`config.mk`:
```
export PLATFORM = sky130hd
export DESIGN_NAME = instr_encoder
export DESIGN_NICKNAME = d
export VERILOG_FILES = /design/src/rtl/instr_enc_pkg.sv /design/src/rtl/instr_word_encode.sv /design/src/rtl/instr_encoder.sv
export SDC_FILE = /design/constraint.sdc
export NUM_CORES = 1
export LEC_CHECK = 0
export ABC_AREA = 0
export CORE_ASPECT_RATIO = 1.25
export CORE_MARGIN = 5
export CORE_UTILIZATION = 37
export DETAILED_ROUTE_END_ITERATION = 10
export PLACE_DENSITY = 0.73
export REMOVE_ABC_BUFFERS = 1
export SETUP_SLACK_MARGIN = 0.5
export SLEW_MARGIN = 20
export SYNTH_ARGS = -nofsm -noshare
export SYNTH_HDL_FRONTEND = slang
export SYNTH_SLANG_ARGS = --single-unit
export TNS_END_PERCENT = 100
```
`constraint.sdc`:
```
create_clock -name clk -period 2.2 [get_ports clk]
set_clock_uncertainty 0.15 [all_clocks]
set_input_delay 0.66 -clock clk [delete_from_list [all_inputs] [get_ports clk]]
set_output_delay 0.66 -clock clk [all_outputs]
set_load 0.01 [all_outputs]
```
`src/rtl/instr_enc_pkg.sv`:
```
// instr_enc_pkg: shared kind codes, MIPS opcode/funct values and loader state enum.
// Optional feature macro: LOAD_USE_NOP_EN adds the STALL state used for load-use NOP insertion.
package instr_enc_pkg;
    localparam logic [2:0] K_ADD = 3'd0;
    localparam logic [2:0] K_SUB = 3'd1;
    localparam logic [2:0] K_LW  = 3'd2;
    localparam logic [2:0] K_SW  = 3'd3;
    localparam logic [2:0] K_BEQ = 3'd4;
    localparam logic [2:0] K_NOP = 3'd5;

    localparam logic [5:0] OP_RTYPE = 6'b000000;
    localparam logic [5:0] OP_LW    = 6'b100011;
    localparam logic [5:0] OP_SW    = 6'b101011;
    localparam logic [5:0] OP_BEQ   = 6'b000100;

    localparam logic [5:0] FN_ADD = 6'b100000;
    localparam logic [5:0] FN_SUB = 6'b100010;

`ifdef LOAD_USE_NOP_EN
    typedef enum logic [1:0] {S_LOAD, S_STALL, S_DONE} state_e;
`else
    typedef enum logic [1:0] {S_LOAD, S_DONE} state_e;
`endif
endpackage

```
`src/rtl/instr_word_encode.sv`:
```
// instr_word_encode: combinational request -> 32-bit MIPS word, plus legality and register-read flags.
// Ports: kind/rs/rt/rd/imm in; word, legal, reads_rs, reads_rt out.
module instr_word_encode
    import instr_enc_pkg::*;
(
    input  logic [2:0]  kind,
    input  logic [4:0]  rs,
    input  logic [4:0]  rt,
    input  logic [4:0]  rd,
    input  logic [15:0] imm,
    output logic [31:0] word,
    output logic        legal,
    output logic        reads_rs,
    output logic        reads_rt
);
    always_comb begin
        word     = '0;
        legal    = 1'b1;
        reads_rs = 1'b0;
        reads_rt = 1'b0;
        case (kind)
            K_ADD: begin
                word     = {OP_RTYPE, rs, rt, rd, 5'd0, FN_ADD};
                reads_rs = 1'b1;
                reads_rt = 1'b1;
            end
            K_SUB: begin
                word     = {OP_RTYPE, rs, rt, rd, 5'd0, FN_SUB};
                reads_rs = 1'b1;
                reads_rt = 1'b1;
            end
            K_LW: begin
                word     = {OP_LW, rs, rt, imm};
                reads_rs = 1'b1;
            end
            K_SW: begin
                word     = {OP_SW, rs, rt, imm};
                reads_rs = 1'b1;
                reads_rt = 1'b1;
            end
            K_BEQ: begin
                word     = {OP_BEQ, rs, rt, imm};
                reads_rs = 1'b1;
                reads_rt = 1'b1;
            end
            K_NOP: word = '0;
            default: legal = 1'b0;
        endcase
    end
endmodule

```
`src/rtl/instr_encoder.sv`:
```
// instr_encoder: loads encoded MIPS words sequentially into instruction memory.
// Ports: clk/reset; in_* request handshake; restart; imem_we/addr/wdata write port;
// word_count, done, err_illegal, err_overflow status (all registered except in_ready).
// Optional feature macro: LOAD_USE_NOP_EN inserts a NOP after an LW whose rt is read next.
module instr_encoder
    import instr_enc_pkg::*;
#(
    parameter int DEPTH  = 64,
    parameter int ADDR_W = $clog2(DEPTH)
)
(
    input  logic              clk,
    input  logic              reset,
    input  logic              in_valid,
    output logic              in_ready,
    input  logic [2:0]        in_kind,
    input  logic [4:0]        in_rs,
    input  logic [4:0]        in_rt,
    input  logic [4:0]        in_rd,
    input  logic [15:0]       in_imm,
    input  logic              in_last,
    input  logic              restart,
    output logic              imem_we,
    output logic [ADDR_W-1:0] imem_addr,
    output logic [31:0]       imem_wdata,
    output logic [ADDR_W:0]   word_count,
    output logic              done,
    output logic              err_illegal,
    output logic              err_overflow
);
    localparam logic [ADDR_W:0] FULL = (ADDR_W+1)'(DEPTH);
    localparam logic [ADDR_W:0] ONE  = (ADDR_W+1)'(1);

    state_e            state_q, state_d;
    logic              we_q, we_d;
    logic [ADDR_W-1:0] addr_q, addr_d;
    logic [31:0]       wdata_q, wdata_d;
    logic [ADDR_W:0]   cnt_q, cnt_d;
    logic              done_q, done_d;
    logic              ill_q, ill_d;
    logic              ovf_q, ovf_d;
    logic [31:0]       enc_word;
    logic              enc_legal, reads_rs, reads_rt;
    logic              accept, wr, wr_last;
    logic [31:0]       wr_data;

`ifdef LOAD_USE_NOP_EN
    logic [4:0]  prev_rt_q, prev_rt_d;
    logic [31:0] held_q, held_d;
    logic        held_last_q, held_last_d;
    logic        hazard;
    // prev_rt_q is the rt of the last written word if it was an LW, else 0 (r0 never hazards).
    assign hazard = prev_rt_q != 5'd0 &&
                    ((reads_rs && in_rs == prev_rt_q) || (reads_rt && in_rt == prev_rt_q));
`else
    logic unused_reads;
    assign unused_reads = reads_rs ^ reads_rt;
`endif

    instr_word_encode u_enc (
        .kind     (in_kind),
        .rs       (in_rs),
        .rt       (in_rt),
        .rd       (in_rd),
        .imm      (in_imm),
        .word     (enc_word),
        .legal    (enc_legal),
        .reads_rs (reads_rs),
        .reads_rt (reads_rt)
    );

    assign in_ready = !reset && state_q == S_LOAD && cnt_q < FULL;
    assign accept   = in_valid && in_ready;

    always_comb begin
        state_d = state_q;
        we_d    = 1'b0;
        addr_d  = addr_q;
        wdata_d = wdata_q;
        cnt_d   = cnt_q;
        done_d  = done_q;
        ill_d   = ill_q;
        ovf_d   = ovf_q;
        wr      = 1'b0;
        wr_data = enc_word;
        wr_last = in_last;
`ifdef LOAD_USE_NOP_EN
        prev_rt_d   = prev_rt_q;
        held_d      = held_q;
        held_last_d = held_last_q;
`endif
        if (state_q == S_DONE) begin
            ovf_d = ovf_q || in_valid;
            if (restart) begin
                state_d = S_LOAD;
                cnt_d   = '0;
                done_d  = 1'b0;
                ill_d   = 1'b0;
                ovf_d   = 1'b0;
`ifdef LOAD_USE_NOP_EN
                prev_rt_d = '0;
`endif
            end
        end
`ifdef LOAD_USE_NOP_EN
        else if (state_q == S_STALL) begin
            wr      = 1'b1;
            wr_data = held_q;
            wr_last = held_last_q;
            state_d = S_LOAD;
        end
`endif
        else if (accept) begin
            if (!enc_legal) begin
                ill_d = 1'b1;
                if (in_last) begin
                    state_d = S_DONE;
                    done_d  = 1'b1;
                end
            end
`ifdef LOAD_USE_NOP_EN
            else if (hazard && cnt_q == FULL - ONE) begin
                // No room for both the NOP and the request: drop it and close the image.
                ovf_d   = 1'b1;
                state_d = S_DONE;
                done_d  = 1'b1;
            end
            else if (hazard) begin
                wr          = 1'b1;
                wr_data     = '0;
                wr_last     = 1'b0;
                held_d      = enc_word;
                held_last_d = in_last;
                state_d     = S_STALL;
                prev_rt_d   = in_kind == K_LW ? in_rt : 5'd0;
            end
`endif
            else begin
                wr = 1'b1;
`ifdef LOAD_USE_NOP_EN
                prev_rt_d = in_kind == K_LW ? in_rt : 5'd0;
`endif
            end
        end
        if (wr) begin
            we_d    = 1'b1;
            addr_d  = cnt_q[ADDR_W-1:0];
            wdata_d = wr_data;
            cnt_d   = cnt_q + ONE;
            if (wr_last || cnt_q + ONE == FULL) begin
                state_d = S_DONE;
                done_d  = 1'b1;
            end
        end
    end

    always_ff @(posedge clk) begin
        if (reset) begin
            state_q <= S_LOAD;
            we_q    <= 1'b0;
            addr_q  <= '0;
            wdata_q <= '0;
            cnt_q   <= '0;
            done_q  <= 1'b0;
            ill_q   <= 1'b0;
            ovf_q   <= 1'b0;
`ifdef LOAD_USE_NOP_EN
            prev_rt_q   <= '0;
            held_q      <= '0;
            held_last_q <= 1'b0;
`endif
        end else begin
            state_q <= state_d;
            we_q    <= we_d;
            addr_q  <= addr_d;
            wdata_q <= wdata_d;
            cnt_q   <= cnt_d;
            done_q  <= done_d;
            ill_q   <= ill_d;
            ovf_q   <= ovf_d;
`ifdef LOAD_USE_NOP_EN
            prev_rt_q   <= prev_rt_d;
            held_q      <= held_d;
            held_last_q <= held_last_d;
`endif
        end
    end

    assign imem_we      = we_q;
    assign imem_addr    = addr_q;
    assign imem_wdata   = wdata_q;
    assign word_count   = cnt_q;
    assign done         = done_q;
    assign err_illegal  = ill_q;
    assign err_overflow = ovf_q;
endmodule
```
==> Yosys cells after proc, flatten, opt, wreduce, memory -nomap -nowiden <==
Index checks and enable logic that the tools add are counted.
{ "classes": {"addsub": 1, "order_cmp": 1, "n_eq_ne": 9, "n_mux": 28, "reduce_logical": 14} }
{ "ops": {"columns": ["op", "count"], "rows": [
  ["32-bit one-hot mux with 5 select lines", 1],
  ["7-bit 2-to-1 mux", 3],
  ["1-bit 2-to-1 mux", 17],
  ["2-bit 2-to-1 mux", 7],
  ["7-bit by 1-bit adder with 7-bit output (second input constant)", 1],
  ["7-bit equality test (second input constant)", 1],
  ["7-bit < comparator (second input constant)", 1],
  ["3-bit by 2-bit equality test with 1-bit output (second input constant)", 2],
  ["3-bit equality test (second input constant)", 2],
  ["2-bit nonzero test", 3],
  ["6-bit OR reduction", 1],
  ["3-bit by 1-bit equality test with 1-bit output (second input constant)", 1],
  ["1-bit logical AND", 3],
  ["3-bit zero test", 1],
  ["3-bit AND reduction", 1],
  ["2-bit by 1-bit equality test with 1-bit output (second input constant)", 1],
  ["2-bit zero test", 1],
  ["1-bit logical OR", 2],
  ["2-bit by 1-bit != test with 1-bit output (second input constant)", 1],
  ["2-bit != test (second input constant)", 1],
  ["2-bit AND reduction", 1],
  ["1-bit zero test", 1]
]} }
{ "word_totals": {"register_bits": 51, "in_bits": 39, "out_inout_bits": 50, "word_cells": 61} }

==> Logic depth before layout (Yosys ltp) <==
Gate-level depths: netlist (run 1).
{ "logic_depth": {"word_depth": 8, "ltp_mapped": 8, "mapped_depth_nobuf": 5} }

==> Cells and area by module <==
Synthesis (run 1) repeated with hierarchy kept, for this count alone.
{ "unflattened": {"hier_cells": 288, "hier_area_um2": 2361.0} }
{ "modules_own_cells": {"columns": ["mod", "n_inst", "cells_each", "area_each_um2", "seq_area_each_um2"], "rows": [
  ["instr_encoder", 1, 236, 1914.3, 1021.0],
  ["instr_word_encode", 1, 52, 446.7, 0.0]
]} }

==> Worst setup path before layout (run 1) <==
OpenSTA, ideal clock, no wires.
{ "synth_path": {"path_type": "input to register", "from": "input reset", "to": "register wdata_q[0], in the netlist imem_wdata[0]", "setup_time_ns": 0.117, "t_arrival_ns": 1.952, "t_required_ns": 1.933, "path_slack_ns": -0.019, "path_stages": 7, "n_path_buf": 2, "path_cell_list": "or4_1 > buf_2 > or2_1 > buf_6 > clkinv_2 > nor2_1 > a22o_1"} }
{ "synth_between": {"elab_chain_cells": 6} }
{ "synth_rtl": {"columns": ["item", "line", "text"], "rows": [
  ["start, declared", "instr_encoder.sv:13", "input logic reset,"],
  ["1-bit zero test", "instr_encoder.sv:72", "assign in_ready = !reset && state_q == S_LOAD && cnt_q < FULL;"],
  ["1-bit logical AND (2 in a row)", "instr_encoder.sv:72", null],
  ["1-bit logical AND", "instr_encoder.sv:73", "assign accept = in_valid && in_ready;"],
  ["1-bit 2-to-1 mux", "instr_encoder.sv:113", "else if (accept) begin"],
  ["1-bit 2-to-1 mux", "instr_encoder.sv:92", "if (state_q == S_DONE) begin"],
  ["end signal, assigned", "instr_encoder.sv:176", "wdata_q <= wdata_d;"],
  ["end, declared", "instr_encoder.sv:37", "logic [31:0] wdata_q, wdata_d;"]
]} }
Parallel ways exist; a longest one is shown, timed or not.
A chain may end at the register's enable or synchronous reset.

==> Final worst setup path (run 1) <==
{ "layout_path": {"from": "input reset", "to": "output in_ready"} }
{ "layout_between": {"elab_chain_cells": 3} }
{ "layout_rtl": {"columns": ["item", "line", "text"], "rows": [
  ["1-bit zero test", "instr_encoder.sv:72", null],
  ["1-bit logical AND (2 in a row)", "instr_encoder.sv:72", null],
  ["end, declared", "instr_encoder.sv:15", "output logic in_ready,"]
]} }
Every way passes these cells.

==> results of run 1 <==
==> worst reg2reg max path, delay by kind of cell (launching register included) <==
family	cells	cell delay, ns
compound gates	1	0.13
flops	1	0.35
buf+inv	3	0.43
simple gates	3	0.96
==> layer usage <==
| metal | track usage | part of all wire |
|---|---|---|
| met3 | 0.0530 | 0.061 |
| met1 | 0.217 | 0.39 |
| met4 | 0.0394 | 0.016 |
| met5 | 0 | 0 |
| met2 | 0.328 | 0.53 |
==> cell type report <==
class / instances / share of cell area
clock buffer: 7 / 0.0235
clock inverter: 1 / 0.00204
inverter: 6 / 0.00884
multi-input combinational: 142 / 0.315
sequential: 48 / 0.274
tap: 62 / 0.0211
timing repair buffer: 144 / 0.355
==> worst max-delay path by stage <==
stage	startpoint	to	depth (start not counted)
2_1_floorplan	reset	imem_wdata[0]	5
3_3_place_gp	reset	in_ready	4
3_5_place_dp	reset	in_ready	4
4_1_cts	reset	in_ready	4
5_1_grt	reset	in_ready	4
6_report	reset	in_ready	4
==> kinds of logic (layout without fill, tap and decap cells) <==
kind of cell,Yosys count,in the layout
AND/OR/NAND/NOR,69,69
AO/OA/AOI/OAI,64,64
flip-flops,48,48
buffers and inverters,25,158
multiplexers,7,7
adder cells (fa/ha/maj),1,1
other,1,1
==> sequential cells by signal (all words and copies together), names as in the netlist <==
signal        count
imem_wdata       29
word_count        7
imem_addr         6
state_q           2
done              1
err_illegal       1
err_overflow      1
imem_we           1
==> cell usage in the layout (no fill, tap or decap), types with 6 or more instances in the layout <==
cell type	count
a21oi_2	8
a22o_1	9
a22oi_2	16
buf_2	13
buf_4	35
buf_6	23
clkbuf_2	15
clkbuf_8	6
clkdlybuf4s15_2	16
clkdlybuf4s50_1	35
dfxtp_1	16
dfxtp_2	29
nand2_1	10
nand2_2	7
nor2_1	22
==> where the power goes <==
part,switching (uW),internal (uW),leakage (uW),total (uW)
combinational,197,251,0.00109,448
sequential,19.2,899,0.000406,919
clock,290,256,0.0000445,546
==> per-stage QoR <==
step                setup TNS [ns]  total power, uW  std cells  setup slack, ns  utilization
floorplan                    -6.26             1050        196           -0.376            -
global placement            -23.43             1280        377           -0.727        0.601
detailed placement          -25.08             1280        377           -0.763        0.601
CTS                        -0.0177             1850        401          -0.0177        0.678
global route                -0.227             1990        410          -0.0615        0.719
finish                     -0.0383             1910        410          -0.0383        0.719
==> timing repair <==
| action | 4_1_cts | 5_1_grt |
|---|---|---|
| pin swaps | 4 | 45 |
| endpoints found under the hold margin | 0 | 0 |
| resized for setup | 184 | 123 |
| setup endpoints to repair | 96 | 93 |
| cloned | 4 | 0 |
| buffers inserted | 12 | 9 |
==> metrics.yaml, run 1 <==
yosys:
  synthAdderAreaFrac: 0.00636
  synth_xor_xnor_area_share: 0
  synthTopCellsByCount: "dfxtp_1, nor2_1, nand2_1, a22oi_1, a21oi_1"
  yosysMostFrequentCell: "dfxtp_1"
  synthArstFlopShare: 0
  syn_area_per_cell_um2: 9.15
  synth_edf_count: 0
  yosys.area.top_type: "dfxtp_1"
  synth_mux_area_frac: 0.0369
  yosysSeqAreaShare: 0.489
  synth_simple_gate_area_frac: 0.158
  syn_area_um2: 1970
  synth-compound-area-share: 0.242
  synth-main-ff-cell: "dfxtp_1"
  synthCells: 215
  synth_area_leaders: "dfxtp_1, a22oi_1, nor2_1"
  ys.warnings.count: 0
  ys_seq_elements: 48
  ys_types: 41
  synth_top_family_by_area: "compound AO/OA/AOI/OAI gates"
  yosys.area.top_type_share: 0.489
cts:
  cts-root-buf: "clkbuf_8"
  cts_tree: "built"
  clk_path_buf_depth: 2
  htreeDepth: 2
  cts_buffers: 5
  ctsHoldBuffers: 0
  cts.sinks: 48
  clk_latency_ns: 0.30
  cts.clk_slew.worst_paths_ns: 0.09
drt:
  routedWlPerCell_um: 16.7
  vias: 2142
  firstDrtPassIters: 4
  detail-route-antenna-nets: 0
  drc: 0
  routed_via_density: 5.22
  finalWirelength_mm: 6.86
  drtIter0Drc: 117
critical_path:
  crit_type: "in2out"
  end_kind: "output pin"
  cpMaxStageDelayCell: "or4_4"
  critPathLaunchType: "input pin"
  r2r_end: "imem_wdata[29]"
  critPathMaxStageDelay_ns: 0.51
  path_cells: "buf_6, or4_4, inv_4, buf_6"
  r2r_start: "word_count[6]"
  r2r_setup_slack_ns: 0.05
  critical_path.top_delay_family: "simple AND/OR/NAND/NOR gates"
  required_ns: 1.39
  critical_path_buf_inv_count: 3
  crit_path_frequent_cell: "buf_6"
  r2r_cells: 7
  cp.arrival_ns: 1.43
  cp_max_fo: 2
timing:
  fmax_mhz: 447
  min_period_ns: 2.24
  hold_slack_ns: 0.311
  grt_setup_unrepaired: "yes"
  finalMaxSlewViolations: 0
  finalHoldViolCount: 0
  fin_crit_sh: 1.02
  setup_ws_ns: -0.0383
  setup_viol: 1
outcome:
  status: "finished, violations left"
  violations: "setup timing"
global_route:
  antenna_found_initial: 0
  grt_pass1_vias: 2086
  grt_pass1_wl_mm: 10.0
  grt_use_total: 0.185
  grt_max_degree: 38
  grt_overflow: 0
cells_and_area:
  seq_area_um2: 1010
  nets: 387
  final.fill_count: 381
  antenna_cells: 0
  multiInputGateArea_um2: 1160
  fin_area_um2: 3680
  area_growth_pct: 87.0
  drive_gt1_frac: 0.592
die:
  fp.dieH_um: 91.5
  io_pins: 89
  rows: 29
  initial_core_util: 0.384
  die_w_um: 75.2
  die_area_um2: 6880
  coreArea_um2: 5120
min_path:
  min_from: "imem_addr[2]"
  hold_end: "imem_addr[2]"
  hp-class: "reg2reg"
  hold_depth: 2
run:
  cap_violations: 0
power:
  pwr_density_cell_nw_per_um2: 520
  p_leak_uw: 0.00154
  vdd_ir_drop_max_mv: 0.411
place:
  dpl_cell_area_um2: 3080
  post-dp-hpwl_mm: 4.31
  portBuffers: 87
  finalWeightedCongestion: 0.779
No activity file was read; power rests on OpenSTA's default activity.
==> run 2: changes to the inputs <==
--- a/config.mk
+++ b/config.mk
@@ -8,9 +8,10 @@
 export ABC_AREA = 0
 export CORE_ASPECT_RATIO = 1.25
 export CORE_MARGIN = 5
-export CORE_UTILIZATION = 37
+export CORE_UTILIZATION = 39
+export CTS_BUF_LIST = sky130_fd_sc_hd__clkbuf_4
 export DETAILED_ROUTE_END_ITERATION = 10
-export PLACE_DENSITY = 0.73
+export PLACE_DENSITY = 0.77
 export REMOVE_ABC_BUFFERS = 1
 export SETUP_SLACK_MARGIN = 0.5
 export SLEW_MARGIN = 20
==> metrics.yaml, run 2 (synthesis results as in run 1) <==
cts:
  cts_tree: "built"
  cts_buffers: 5
  cts-root-buf: "clkbuf_4"
  cts.clk_slew.worst_paths_ns: 0.12
  htreeDepth: 2
  clk_latency_ns: 0.37
  cts.sinks: 48
  clk_path_buf_depth: 2
critical_path:
  cpMaxStageDelayCell: "or4_4"
  path_cells: "buf_6, or4_4, inv_2, buf_6"
  crit_type: "in2out"
  cp_max_fo: 2
  cp.arrival_ns: 1.47
  critPathLaunchType: "input pin"
  critPathLaunch: "reset"
  critical_path.top_delay_family: "simple AND/OR/NAND/NOR gates"
  required_ns: 1.39
  crit_path_frequent_cell: "buf_6"
  r2r_start: "state_q[0]"
  end_kind: "output pin"
  critical_path_buf_inv_count: 3
  critPathMaxStageDelay_ns: 0.54
cells_and_area:
  final.fill_count: 373
  antenna_cells: 0
  layout_common_cells: "dfxtp_2, buf_4, clkdlybuf4s50_1"
  nets: 392
  largest_reg_flops: 29
  drive_gt1_frac: 0.581
  area_growth_pct: 82.4
place:
  finalWeightedCongestion: 0.735
  post-dp-hpwl_mm: 4.09
  place_ws_ns: -0.796
  portBuffers: 87
power:
  p_leak_uw: 0.00158
  vdd_ir_drop_max_mv: 0.339
  pwr_density_cell_nw_per_um2: 520
  switching_power_uw: 484
  clockPowerShare: 0.273
  switching_share: 0.259
  power_frac_comb: 0.234
  p_int_uw: 1380
  power_frac_seq: 0.493
global_route:
  grt_max_degree: 38
  grt_use_total: 0.200
  antenna_found_initial: 0
  grt_pass1_vias: 2329
  grt_overflow: 0
  grt_pass1_wl_mm: 10.3
timing:
  fin_crit_sh: 1.03
  setup_viol: 20
  hold_slack_ns: 0.309
  finalHoldViolCount: 0
  slew_headroom: 0.661
  finalMaxSlewViolations: 0
  grt_setup_unrepaired: "yes"
  fmax_mhz: 439
  worstMarginPinSlew_ns: 0.507
  min_period_ns: 2.28
  setup_ws_ns: -0.0767
drt:
  firstDrtPassIters: 4
  drc: 0
  drtIter0Drc: 119
  routed_via_density: 5.25
  routedWlPerCell_um: 15.9
  detail-route-antenna-nets: 0
  vias: 2179
  finalWirelength_mm: 6.59
die:
  initial_core_util: 0.396
  die_area_um2: 6570
  io_pins: 89
  die_w_um: 73.5
  fp.dieH_um: 89.4
  coreArea_um2: 4970
  rows: 29
run:
  cap_violations: 0
outcome:
  violations: "setup timing"
  status: "finished, violations left"
min_path:
  min_from: "imem_addr[0]"
  hp-class: "reg2reg"
run 2: worst min-delay path, stage by stage, from the launching register on:
cell and delay (ns):
dfxtp_2 0.34, nand2_1 0.05, a21oi_1 0.05
run 2: timing repair:
action	4_1_cts	5_1_grt
gates resized for setup	302	23
pin swaps	6	10
hold buffers	0	0
endpoints found under the setup margin	95	62
buffers inserted	22	6
gates cloned	5	0
run 2: cell type report:
type | instances | area (um^2) | area share
multi-input combinational | 142 | 1060 | 0.296
sequential | 48 | 1020 | 0.285
tap | 62 | 77.6 | 0.0216
clock buffer | 5 | 37.5 | 0.0105
timing repair buffer | 148 | 1310 | 0.366
inverter | 6 | 27.5 | 0.00767
timing repair inverter | 1 | 8.76 | 0.00244
clock inverter | 3 | 37.5 | 0.0105
run 2: metal layers:
layer | share of wire | global-route usage
met1 | 0.37 | 0.211
met2 | 0.53 | 0.368
met3 | 0.061 | 0.0394
met4 | 0.034 | 0.110
met5 | 0 | 0
run 2: per-stage QoR:
step | instance area, um^2 | TNS, ns | util | total power (uW) | instances
6_report | 3590 | -0.818 | 0.722 | 1870 | 415
2_1_floorplan | 1860 | -6.26 | - | 1050 | 196
5_1_grt | 3590 | -1.50 | 0.722 | 1950 | 415
3_3_place_gp | 3050 | -24.56 | 0.614 | 1270 | 374
3_5_place_dp | 3050 | -25.55 | 0.614 | 1280 | 374
4_1_cts | 3420 | -0.610 | 0.688 | 1840 | 409
run 2: power by group through the flow:
stage | Combinational, uW | Sequential (uW) | Clock (uW)
2_1_floorplan | 94.5 | 953 | 0
3_5_place_dp | 344 | 935 | 0
6_report | 438 | 920 | 509
5_1_grt | 467 | 925 | 556
3_3_place_gp | 340 | 935 | 0
4_1_cts | 407 | 918 | 514
run 2: worst paths after layout:
path / end / slack [ns] / cells after the start
min: imem_addr[0] / 0.31 / 2
min reg2reg: imem_addr[0] / 0.31 / 2
max reg2reg: word_count[0] / 0 / 7
max: in_ready / -0.08 / 4
